==> src/rtl/dds_sweep_ctrl_if.sv <==
// Handshake/bus bundle for dds_sweep_ctrl: byte-wide configuration port,
// start/stop requests, and the frequency-word output with its status pulses.
// Ports: icfg_wr/icfg_addr/icfg_data, istart, istop (to DUT); ofreq_word,
//        ofreq_vld, ophase_clr, obusy, odone, oerr (from DUT).
interface dds_sweep_ctrl_if #(
  parameter int FW_W = 24
);
  logic            icfg_wr;
  logic [3:0]      icfg_addr;
  logic [7:0]      icfg_data;
  logic            istart;
  logic            istop;
  logic [FW_W-1:0] ofreq_word;
  logic            ofreq_vld;
  logic            ophase_clr;
  logic            obusy;
  logic            odone;
  logic            oerr;

  // Controller side: drives configuration and requests, observes outputs.
  modport master (
    output icfg_wr, icfg_addr, icfg_data, istart, istop,
    input  ofreq_word, ofreq_vld, ophase_clr, obusy, odone, oerr
  );

  // Sweep block side.
  modport slave (
    input  icfg_wr, icfg_addr, icfg_data, istart, istop,
    output ofreq_word, ofreq_vld, ophase_clr, obusy, odone, oerr
  );
endinterface

==> src/rtl/dds_sweep_ctrl.sv <==
// DDS frequency sweep controller: steps a frequency word from start to stop
// (optionally back down, optionally repeating), holding each word dwell+1 cycles.
// Ports: iclk, irstn (async active-low), io_bus (dds_sweep_ctrl_if.slave).
module dds_sweep_ctrl #(
  parameter int FW_W    = 24,
  parameter int DWELL_W = 16
) (
  input  logic                  iclk,
  input  logic                  irstn,
  dds_sweep_ctrl_if.slave       io_bus
);

  typedef enum logic [1:0] {
    S_IDLE = 2'd0,
    S_UP   = 2'd1,
    S_DOWN = 2'd2
  } state_t;

  state_t r_state;
  state_t w_state_nxt;

  // Shadow registers, written byte-wise at any time.
  logic [23:0] r_sh_start;
  logic [23:0] r_sh_stop;
  logic [15:0] r_sh_step;
  logic [15:0] r_sh_dwell;
  logic [1:0]  r_sh_mode;

  // Active registers, frozen for the duration of a sweep.
  logic [FW_W-1:0]    r_start;
  logic [FW_W-1:0]    r_stop;
  logic [FW_W-1:0]    r_step;
  logic [DWELL_W-1:0] r_dwell;
  logic [1:0]         r_mode;

  logic [FW_W-1:0]    r_word;
  logic [DWELL_W-1:0] r_cnt;
  logic               r_vld;
  logic               r_clr;
  logic               r_done;
  logic               r_err;

  logic [FW_W-1:0]    w_sh_start;
  logic [FW_W-1:0]    w_sh_stop;
  logic [FW_W-1:0]    w_sh_step;
  logic [DWELL_W-1:0] w_sh_dwell;
  logic [FW_W:0]      w_sum;
  logic [FW_W:0]      w_diff;
  logic [FW_W-1:0]    w_up_nxt;
  logic [FW_W-1:0]    w_down_nxt;
  logic               w_expire;
  logic               w_tri;

  logic               w_load;
  logic [FW_W-1:0]    w_word_nxt;
  logic [DWELL_W-1:0] w_cnt_nxt;
  logic               w_clr;
  logic               w_done;
  logic               w_err;
  logic               w_copy;

  assign w_sh_start = FW_W'(r_sh_start);
  assign w_sh_stop  = FW_W'(r_sh_stop);
  assign w_sh_step  = FW_W'(r_sh_step);
  assign w_sh_dwell = DWELL_W'(r_sh_dwell);

  // One extra bit so overflow past the top of the word range still clamps to stop,
  // and so a borrow below zero still clamps to start.
  assign w_sum      = {1'b0, r_word} + {1'b0, r_step};
  assign w_diff     = {1'b0, r_word} - {1'b0, r_step};
  assign w_up_nxt   = (w_sum >= {1'b0, r_stop}) ? r_stop : w_sum[FW_W-1:0];
  assign w_down_nxt = (w_diff[FW_W] || (w_diff[FW_W-1:0] <= r_start)) ? r_start
                                                                       : w_diff[FW_W-1:0];

  assign w_expire   = (r_cnt == r_dwell);
  // A single-word sweep has nothing to descend through, so triangle is ignored.
  assign w_tri      = r_mode[0] && (r_start != r_stop);

  // Shadow register file.
  always_ff @(posedge iclk or negedge irstn) begin
    if (!irstn) begin
      r_sh_start <= 24'd1;
      r_sh_stop  <= 24'd1;
      r_sh_step  <= 16'd1;
      r_sh_dwell <= 16'd0;
      r_sh_mode  <= 2'd0;
    end else if (io_bus.icfg_wr) begin
      case (io_bus.icfg_addr)
        4'd0:    r_sh_start[7:0]   <= io_bus.icfg_data;
        4'd1:    r_sh_start[15:8]  <= io_bus.icfg_data;
        4'd2:    r_sh_start[23:16] <= io_bus.icfg_data;
        4'd3:    r_sh_stop[7:0]    <= io_bus.icfg_data;
        4'd4:    r_sh_stop[15:8]   <= io_bus.icfg_data;
        4'd5:    r_sh_stop[23:16]  <= io_bus.icfg_data;
        4'd6:    r_sh_step[7:0]    <= io_bus.icfg_data;
        4'd7:    r_sh_step[15:8]   <= io_bus.icfg_data;
        4'd8:    r_sh_dwell[7:0]   <= io_bus.icfg_data;
        4'd9:    r_sh_dwell[15:8]  <= io_bus.icfg_data;
        4'd10:   r_sh_mode         <= io_bus.icfg_data[1:0];
        default: ;
      endcase
    end
  end

  // State register.
  always_ff @(posedge iclk or negedge irstn) begin
    if (!irstn) begin
      r_state <= S_IDLE;
    end else begin
      r_state <= w_state_nxt;
    end
  end

  // Next-state and datapath control.
  always_comb begin
    w_state_nxt = r_state;
    w_load      = 1'b0;
    w_word_nxt  = r_word;
    w_cnt_nxt   = r_cnt;
    w_clr       = 1'b0;
    w_done      = 1'b0;
    w_err       = 1'b0;
    w_copy      = 1'b0;

    case (r_state)
      S_IDLE: begin
        // istop takes priority, so a simultaneous istart is silently dropped.
        if (io_bus.istart && !io_bus.istop) begin
          if ((w_sh_start > w_sh_stop) || (w_sh_step == '0)) begin
            w_err = 1'b1;
          end else begin
            w_copy      = 1'b1;
            w_state_nxt = S_UP;
            w_load      = 1'b1;
            w_word_nxt  = w_sh_start;
            w_clr       = 1'b1;
            w_cnt_nxt   = '0;
          end
        end
      end

      S_UP: begin
        if (io_bus.istop) begin
          w_state_nxt = S_IDLE;
        end else if (w_expire) begin
          w_cnt_nxt = '0;
          if (r_word == r_stop) begin
            if (w_tri) begin
              w_state_nxt = S_DOWN;
              w_load      = 1'b1;
              w_word_nxt  = w_down_nxt;
            end else if (r_mode[1]) begin
              w_load     = 1'b1;
              w_word_nxt = r_start;
              w_clr      = 1'b1;
            end else begin
              w_state_nxt = S_IDLE;
              w_done      = 1'b1;
            end
          end else begin
            w_load     = 1'b1;
            w_word_nxt = w_up_nxt;
          end
        end else begin
          w_cnt_nxt = r_cnt + DWELL_W'(1);
        end
      end

      S_DOWN: begin
        if (io_bus.istop) begin
          w_state_nxt = S_IDLE;
        end else if (w_expire) begin
          w_cnt_nxt = '0;
          if (r_word == r_start) begin
            if (r_mode[1]) begin
              // Turn around without a phase clear: the waveform stays continuous.
              w_state_nxt = S_UP;
              w_load      = 1'b1;
              w_word_nxt  = w_up_nxt;
            end else begin
              w_state_nxt = S_IDLE;
              w_done      = 1'b1;
            end
          end else begin
            w_load     = 1'b1;
            w_word_nxt = w_down_nxt;
          end
        end else begin
          w_cnt_nxt = r_cnt + DWELL_W'(1);
        end
      end

      default: begin
        w_state_nxt = S_IDLE;
      end
    endcase
  end

  // Datapath and pulse registers.
  always_ff @(posedge iclk or negedge irstn) begin
    if (!irstn) begin
      r_start <= FW_W'(1);
      r_stop  <= FW_W'(1);
      r_step  <= FW_W'(1);
      r_dwell <= '0;
      r_mode  <= 2'd0;
      r_word  <= FW_W'(1);
      r_cnt   <= '0;
      r_vld   <= 1'b0;
      r_clr   <= 1'b0;
      r_done  <= 1'b0;
      r_err   <= 1'b0;
    end else begin
      r_vld  <= w_load;
      r_clr  <= w_clr;
      r_done <= w_done;
      r_err  <= w_err;
      r_cnt  <= w_cnt_nxt;
      if (w_load) begin
        r_word <= w_word_nxt;
      end
      if (w_copy) begin
        r_start <= w_sh_start;
        r_stop  <= w_sh_stop;
        r_step  <= w_sh_step;
        r_dwell <= w_sh_dwell;
        r_mode  <= r_sh_mode;
      end
    end
  end

  assign io_bus.ofreq_word = r_word;
  assign io_bus.ofreq_vld  = r_vld;
  assign io_bus.ophase_clr = r_clr;
  assign io_bus.obusy      = (r_state != S_IDLE);
  assign io_bus.odone      = r_done;
  assign io_bus.oerr       = r_err;

endmodule

==> src/flat_wrapper.sv <==
// flat-port wrapper written by rule: the top's interface ports become plain ports
module dds_sweep_ctrl_flat 
#(
  parameter int FW_W    = 24,
  parameter int DWELL_W = 16
)
  (iclk, irstn, io_bus_icfg_wr, io_bus_icfg_addr, io_bus_icfg_data, io_bus_istart, io_bus_istop, io_bus_ofreq_word, io_bus_ofreq_vld, io_bus_ophase_clr, io_bus_obusy, io_bus_odone, io_bus_oerr);
  dds_sweep_ctrl_if #(.FW_W(FW_W)) io_bus_i ();
  input  logic iclk;
  input  logic irstn;
  input wire logic [$bits(io_bus_i.icfg_wr)-1:0] io_bus_icfg_wr;
  input wire logic [$bits(io_bus_i.icfg_addr)-1:0] io_bus_icfg_addr;
  input wire logic [$bits(io_bus_i.icfg_data)-1:0] io_bus_icfg_data;
  input wire logic [$bits(io_bus_i.istart)-1:0] io_bus_istart;
  input wire logic [$bits(io_bus_i.istop)-1:0] io_bus_istop;
  output wire logic [$bits(io_bus_i.ofreq_word)-1:0] io_bus_ofreq_word;
  output wire logic [$bits(io_bus_i.ofreq_vld)-1:0] io_bus_ofreq_vld;
  output wire logic [$bits(io_bus_i.ophase_clr)-1:0] io_bus_ophase_clr;
  output wire logic [$bits(io_bus_i.obusy)-1:0] io_bus_obusy;
  output wire logic [$bits(io_bus_i.odone)-1:0] io_bus_odone;
  output wire logic [$bits(io_bus_i.oerr)-1:0] io_bus_oerr;
  assign io_bus_i.icfg_wr = io_bus_icfg_wr;
  assign io_bus_i.icfg_addr = io_bus_icfg_addr;
  assign io_bus_i.icfg_data = io_bus_icfg_data;
  assign io_bus_i.istart = io_bus_istart;
  assign io_bus_i.istop = io_bus_istop;
  assign io_bus_ofreq_word = io_bus_i.ofreq_word;
  assign io_bus_ofreq_vld = io_bus_i.ofreq_vld;
  assign io_bus_ophase_clr = io_bus_i.ophase_clr;
  assign io_bus_obusy = io_bus_i.obusy;
  assign io_bus_odone = io_bus_i.odone;
  assign io_bus_oerr = io_bus_i.oerr;
  dds_sweep_ctrl #(.FW_W(FW_W), .DWELL_W(DWELL_W)) u_core (.iclk(iclk), .irstn(irstn), .io_bus(io_bus_i));
endmodule
==> config.mk <==
export PLATFORM = sky130hd
export DESIGN_NAME = dds_sweep_ctrl_flat
export DESIGN_NICKNAME = d
export VERILOG_FILES = /design/src/rtl/dds_sweep_ctrl_if.sv /design/src/rtl/dds_sweep_ctrl.sv /design/src/flat_wrapper.sv
export SDC_FILE = /design/constraint.sdc
export NUM_CORES = 1
export LEC_CHECK = 0
export BUFFER_PORTS_ARGS = -buffer_cell sky130_fd_sc_hd__buf_2
export CORE_UTILIZATION = 33
export DETAILED_ROUTE_END_ITERATION = 12
export GPL_ROUTABILITY_DRIVEN = 0
export PLACE_DENSITY_LB_ADDON = 0.3
export SETUP_SLACK_MARGIN = 0.05
export SLEW_MARGIN = 20
export SYNTH_ARGS = -nofsm -noshare
export SYNTH_HDL_FRONTEND = slang
export SYNTH_SLANG_ARGS = --single-unit
==> constraint.sdc <==
create_clock -name iclk -period 10.1 [get_ports iclk]
set_input_delay 0.505 -clock iclk [delete_from_list [all_inputs] [get_ports iclk]]
set_output_delay 0.505 -clock iclk [all_outputs]
set_load 0.01 [all_outputs]
==> reports/results.ini, run 1 <==
[outcome]
outcome=finished, violations left
violations=negative hold slack

[floorplan]
core_um2=43400
num_rows=76
start_util=0.336
chipWidth_um=212
ios=46
die_area_um2=45000
fp.dieH_um=212

[worst_setup_path]
cp-end-kind=flip-flop
critPathRequiredTime_ns=10.53
critPathSlowestCell=o41ai_1
r2r-end=u_core.io_bus.ofreq_word[17]$_DFFE_PN0P_
r2r_cells=22
cp.arrival_ns=6.66
start_kind=flip-flop
r2r_setup_slack_ns=3.88
timing.rr.start=u_core.io_bus.ofreq_word[0]$_DFFE_PN1P_
setup.worst_path.class=flip-flop to flip-flop
cp_cell_sequence=ha_1 -> inv_1 -> fa_1 -> nor2_1 -> nor2_1 -> o41ai_1 -> a41oi_1 -> and2_1 -> and3b_1 -> xnor2_1 -> inv_1 -> ha_1 -> nand3_1 -> nand2b_1 -> a21oi_1 -> or4_1 -> nor2_2 -> buf_4 -> mux2_2 -> o221ai_1 -> a21oi_1 -> o32a_1
cp_max_fo=25
max_stage_delay_ns=0.63

[route]
postRouteAntennaNets=0
via_per_inst=5.62
num_vias=12481
wirelength_um=49500
first_pass_iters=6
drc=0
avgRoutedWirePerCell_um=22.3
drt_iter0_markers=1414

[timing]
slew_headroom=0.284
period_share=0.616
finClkSkew_ns=0.0217
tns_ns=0
max_clock_freq_mhz=161
period_minus_slack_ns=6.22
rsz0062_at_grt=false
whs_ns=-0.00237
setup_viol=0
slew_viol_final=0
worstMarginPinSlew_ns=1.07
finalHoldViolations=2

[finish]
layout-drive-gt1-share=0.137
area_growth_pct=10.7
nNetsFinal=1743
multi_input_area_um2=8470
final_util=0.372
regArea_um2=5260
finish.instance_area_um2=16100
nFillCells=4420

[synth]
synth_cell_types=84
yosys-top-cells-area=dfrtp_1 35%, ha_1 9.4%, mux2_2 7.0%, o21ai_0 4.9%, xor2_1 4.8%
synth_edf_count=0
ys_seq_area_frac=0.361
yosys.area.top_type=dfrtp_1
synth_top_area_frac=0.348
ys_seq_elements=210
synth_nets=1739
synth_ff_type=dfrtp_1
synthesis.area_um2=14600
async_reset_ff_frac=1.00
postSynthAreaPerCell_um2=9.05
synth_cells=1611
synth_warnings=0

[clock_tree]
clkLatencyLatePin_ns=0.56
max-clock-path-buffers=3
post_cts_buffers=0
ctsHoldBuffers=0
cts_tree=done
cts_buffers=27
root_buffer=clkbuf_16
cts.sinks=210
path_clk_slew_ns=0.07
htree_num_levels=1
cts-resized-gates=0

[placement]
placed_area_um2=15200
dpl.hpwl_um=37100
port_buffers=45

[worst_hold_path]
hold_path_class=input port to async pin

[global_route]
grt_util_met1=0.317
grt_pass1_vias=11968
antenna_found_initial=1
met2_usage=0.339
grt.busiest_layer=met2
grt_usage=0.223
grt_overflow=0
grt_pass1_wl_um=75600
use_met3=0.0371
grt_max_degree=94

[flow_run]
cap_violations=0

flip-flops by register name (all words and copies together), names as in the netlist:
signal                    cells
u_core.io_bus.oerr            1
u_core.r_sh_step             16
u_core.r_dwell               16
u_core.r_sh_dwell            16
u_core.io_bus.ofreq_word     24
u_core.r_start               24
u_core.r_state                2
u_core.r_stop                24
u_core.r_mode                 2
u_core.io_bus.ophase_clr      1
u_core.r_cnt                 16
u_core.r_step                16
u_core.r_sh_start            24
u_core.io_bus.odone           1
u_core.r_sh_mode              2
u_core.io_bus.ofreq_vld       1
u_core.r_sh_stop             24
worst max path at each step:
stage,from,endpoint
global route,u_core.io_bus.ofreq_word[0]$_DFFE_PN1P_,u_core.io_bus.ofreq_word[19]$_DFFE_PN0P_
CTS,u_core.io_bus.ofreq_word[0]$_DFFE_PN1P_,u_core.io_bus.ofreq_word[19]$_DFFE_PN0P_
global placement,u_core.io_bus.ofreq_word[0]$_DFFE_PN1P_,u_core.io_bus.ofreq_word[19]$_DFFE_PN0P_
finish,u_core.io_bus.ofreq_word[0]$_DFFE_PN1P_,u_core.io_bus.ofreq_word[17]$_DFFE_PN0P_
floorplan,u_core.io_bus.ofreq_word[0]$_DFFE_PN1P_,u_core.io_bus.ofreq_word[5]$_DFFE_PN0P_
detailed placement,u_core.io_bus.ofreq_word[0]$_DFFE_PN1P_,u_core.io_bus.ofreq_word[19]$_DFFE_PN0P_
Yosys cell counts, drive strengths merged, types with 13 or more instances:
cell / instances
dfrtp: 203
nand2: 149
o21ai: 143
inv: 125
ha: 109
a21oi: 106
nor2: 102
mux2: 91
xor2: 80
xnor2: 54
clkbuf: 50
nand4: 34
buf: 31
nor4: 30
nor3: 24
mux2i: 22
o221ai: 22
nand3: 21
a211oi: 19
nor2b: 14
nand2b: 13
per-stage QoR:
step	worst slack [ns]	std cells
after floorplan	5.25	1611
after global placement	4.06	2170
after detailed placement	4.03	2170
after CTS	3.93	2218
after global routing	3.52	2219
final	3.88	2220
cell families after synthesis:
kind of cell | after synthesis | share of synthesized area
AND/OR/NAND/NOR | 437 | 0.147
AO/OA/AOI/OAI | 399 | 0.172
flip-flops | 210 | 0.361
buffers and inverters | 207 | 0.0584
XOR/XNOR | 134 | 0.0805
multiplexers | 113 | 0.0854
adder cells (fa/ha/maj) | 111 | 0.0963
layout make-up:
class / count / area share
clock buffer: 38 / 0.0488
multi-input combinational: 1194 / 0.525
timing repair buffer: 56 / 0.0197
inverter: 126 / 0.0293
clock inverter: 10 / 0.00589
tap: 585 / 0.0454
sequential: 210 / 0.326
antenna: 1 / 0.000155
per-layer routing:
| layer | share of wire | wire, um | vias to the layer above |
|---|---|---|---|
| met3 | 0.087 | 4300 | 110 |
| met4 | 0.036 | 1790 | 0 |
| met1 | 0.44 | 21900 | 6071 |
| met2 | 0.43 | 21500 | 570 |
| met5 | 0 | 0 | - |
| li1 | - | - | 5730 |
layout by cell type (no fill, tap or decap), types with 11 or more instances in the layout:
cell / Yosys / final
dfrtp_1: 203 / 203
nand2_1: 148 / 148
o21ai_0: 142 / 142
inv_1: 124 / 124
ha_1: 109 / 109
a21oi_1: 105 / 105
nor2_1: 99 / 99
mux2_2: 91 / 91
xor2_1: 80 / 80
xnor2_1: 54 / 54
buf_2: 25 / 44
nand4_1: 34 / 34
nor4_1: 30 / 30
clkbuf_16: 0 / 27
nor3_1: 23 / 23
mux2i_1: 22 / 22
o221ai_1: 22 / 22
nand3_1: 21 / 21
a211oi_1: 19 / 19
nor2b_1: 14 / 14
nand2b_1: 12 / 12
buf_4: 2 / 11
worst max-delay path: cells and delay by family (launching register included):
| kind | cells | cell delay, ns |
|---|---|---|
| multiplexers | 1 | 0.40 |
| AO/OA/AOI/OAI | 6 | 1.73 |
| XOR/XNOR | 1 | 0.19 |
| buffers and inverters | 3 | 0.54 |
| AND/OR/NAND/NOR | 8 | 1.68 |
| adder cells (fa/ha/maj) | 3 | 0.94 |
| flip-flops | 1 | 0.59 |
Power of run 1 is left out: the tool's default activity adds up to more than one toggle a clock period on the data nets, which glitch-free logic cannot reach.
==> inputs of run 2 (changes only) <==
--- a/config.mk
+++ b/config.mk
@@ -5,6 +5,7 @@
 export SDC_FILE = /design/constraint.sdc
 export NUM_CORES = 1
 export LEC_CHECK = 0
+export ABC_AREA = 1
 export BUFFER_PORTS_ARGS = -buffer_cell sky130_fd_sc_hd__buf_2
 export CORE_UTILIZATION = 33
 export DETAILED_ROUTE_END_ITERATION = 12
==> constraint.sdc (replaced) <==
create_clock -name iclk -period 5.4 [get_ports iclk]
set_input_delay 0.27 -clock iclk [delete_from_list [all_inputs] [get_ports iclk]]
set_output_delay 0.27 -clock iclk [all_outputs]
set_load 0.01 [all_outputs]
==> run 2 against run 1 <==
Against the previous run: the flow now finishes without violations; sequential cell count is the same; clock skew up 0.00064 ns; critical path depth increased by 2; register-to-register slack worse by 3.5 ns; synthesized cell count rose by 50%; setup slack worse by 3.5 ns; critical endpoint is now u_core.io_bus.ofreq_word[9]$_DFFE_PN0P_.
==> reports/results.ini, run 2 <==
[outcome]
outcome=finished clean

[finish]
nFillCells=5108
final_common_cell=nand2_1
area_growth_pct=11.1
final_cell_mix=820 x nand2_1, 291 x inv_1, 222 x nand3_1
multi_input_area_um2=9210
layout-drive-gt1-share=0.0629
antennaDiodeCount=0
nNetsFinal=2555
regArea_um2=5260
finish.instance_area_um2=17800

[placement]
placed_area_um2=16800
dpl.hpwl_um=44000
port_buffers=45

[floorplan]
core_um2=47800
num_rows=80
fp.dieH_um=222
start_util=0.335
ios=46
die_area_um2=49400
chipWidth_um=222

[worst_setup_path]
timing.rr.start=u_core.io_bus.ofreq_word[0]$_DFFE_PN1P_
r2r_cells=24
cp_max_fo=24
r2r-end=u_core.io_bus.ofreq_word[9]$_DFFE_PN0P_
r2r_setup_slack_ns=0.41
start_kind=flip-flop
startpoint=u_core.io_bus.ofreq_word[0]$_DFFE_PN1P_
cp-end-kind=flip-flop
setup.worst_path.class=flip-flop to flip-flop
critPathRequiredTime_ns=5.87
cp.arrival_ns=5.45

[global_route]
grt_pass1_wl_um=90300
grt_util_met1=0.332
met2_usage=0.364
antenna_found_initial=2
grt_usage=0.236
grt_max_degree=184
use_met3=0.0372
grt.busiest_layer=met2
grt_overflow=0
grt_pass1_vias=15107

[timing]
worstMarginPinSlew_ns=1.09
rsz0062_at_grt=false
finClkSkew_ns=0.0223
tns_ns=0
period_minus_slack_ns=4.99
finalHoldViolations=0
slew_viol_final=0
max_clock_freq_mhz=201
setup_viol=0
period_share=0.923
slew_headroom=0.270

[synth]
ys_seq_elements=210
synth_warnings=0
synth_top_area_frac=0.317
async_reset_ff_frac=1.00
synthesis.area_um2=16000
synth_ff_type=dfrtp_1
yosysMostFrequentCell=nand2_1
yosys.area.top_type=dfrtp_1
synth_edf_count=0
synth_nets=2539
synth_cells=2411
yosys-top-cells-count=820 x nand2_1, 291 x inv_1, 222 x nand3_1, 208 x o21ai_0, 203 x dfrtp_1
postSynthAreaPerCell_um2=6.64
ys_seq_area_frac=0.329
synth_cell_types=42
yosys-top-cells-area=dfrtp_1 32%, nand2_1 19%, ha_1 8.5%, nand3_1 6.9%, inv_1 6.8%

[route]
num_vias=16318
postRouteAntennaNets=0
avgRoutedWirePerCell_um=19.2
drt_iter0_markers=2001
via_per_inst=5.33
drc=0
wirelength_um=58900
first_pass_iters=6

[clock_tree]
root_buffer=clkbuf_16
clkLatencyLatePin_ns=0.58
cts.sinks=210
max-clock-path-buffers=3
path_clk_slew_ns=0.06
cts_buffers=27
cts_tree=done
htree_num_levels=1

[worst_hold_path]
min_to=u_core.io_bus.oerr$_DFF_PN0_
hold_path_depth=4
hp-start=io_bus_istop
hold_path_class=input port to flip-flop

[flow_run]
cap_violations=0

-- run 2: timing repair --
item | CTS | global route
buffers inserted | 0 | 0
hold endpoints to repair | 28 | 0
hold buffers | 2 | 0
setup endpoints to repair | 0 | 24
resized for setup | 0 | 1
-- run 2: layout make-up --
type | instances | area share
Clock buffer | 36 | 0.0421
Clock inverter | 14 | 0.00985
Inverter | 303 | 0.0639
Multi-Input combinational cell | 1811 | 0.517
Sequential cell | 210 | 0.296
Tap cell | 615 | 0.0432
Timing Repair Buffer | 74 | 0.0276
-- run 2: per-stage QoR --
stage                     hold slack [ns]   util  setup slack, ns  cells
final                              0.0869  0.372            0.414   3063
after global routing                0.107  0.372           0.0643   3063
after CTS                          0.0668  0.371            0.361   3062
after detailed placement            0.155  0.351            0.410   3010
after global placement              0.154  0.351            0.498   3010
after floorplan                   -0.0256      -             1.79   2411
-- run 2: how the worst max path moves through the flow --
stage / end / slack, ns / depth (start not counted)
after floorplan: u_core.io_bus.ofreq_word[4]$_DFFE_PN0P_ / 1.79 / 25
after global placement: u_core.io_bus.ofreq_word[23]$_DFFE_PN0P_ / 0.50 / 24
after detailed placement: u_core.io_bus.ofreq_word[9]$_DFFE_PN0P_ / 0.41 / 24
after CTS: u_core.io_bus.ofreq_word[9]$_DFFE_PN0P_ / 0.36 / 24
after global routing: u_core.io_bus.ofreq_word[9]$_DFFE_PN0P_ / 0.06 / 25
final: u_core.io_bus.ofreq_word[9]$_DFFE_PN0P_ / 0.41 / 24
-- run 2: logic make-up after synthesis --
family                   synth area share
XOR/XNOR                           0.0377
AO/OA/AOI/OAI                      0.0934
AND/OR/NAND/NOR                     0.355
adder cells (fa/ha/maj)            0.0876
buffers and inverters              0.0973
flip-flops                          0.329
-- run 2: layer usage --
| layer | part of all wire | wire (um) |
|---|---|---|
| met5 | 0.00022 | 13 |
| met4 | 0.039 | 2280 |
| met3 | 0.091 | 5340 |
| met2 | 0.43 | 25500 |
| met1 | 0.44 | 25700 |
-- run 2: worst max-delay path: stages (launching register included) --
cell and delay (ns):
dfstp_2 0.59, ha_1 0.28, inv_1 0.09, fa_1 0.40
inv_1 0.08, nand3_1 0.09, nand2_1 0.17, nand2_1 0.07
nand2_1 0.11, nand2_1 0.08, nand2_2 0.17, xor2_1 0.32
ha_1 0.31, a21oi_1 0.22, o21ai_0 0.13, a21oi_1 0.14
nand2_1 0.07, nand2_1 0.39, nand3_4 0.46, nand2_1 0.22
nand3_1 0.11, nand3_1 0.09, nand3_1 0.08, nand2_1 0.13
nand2_1 0.06
Power of run 2 is left out for the same reason.
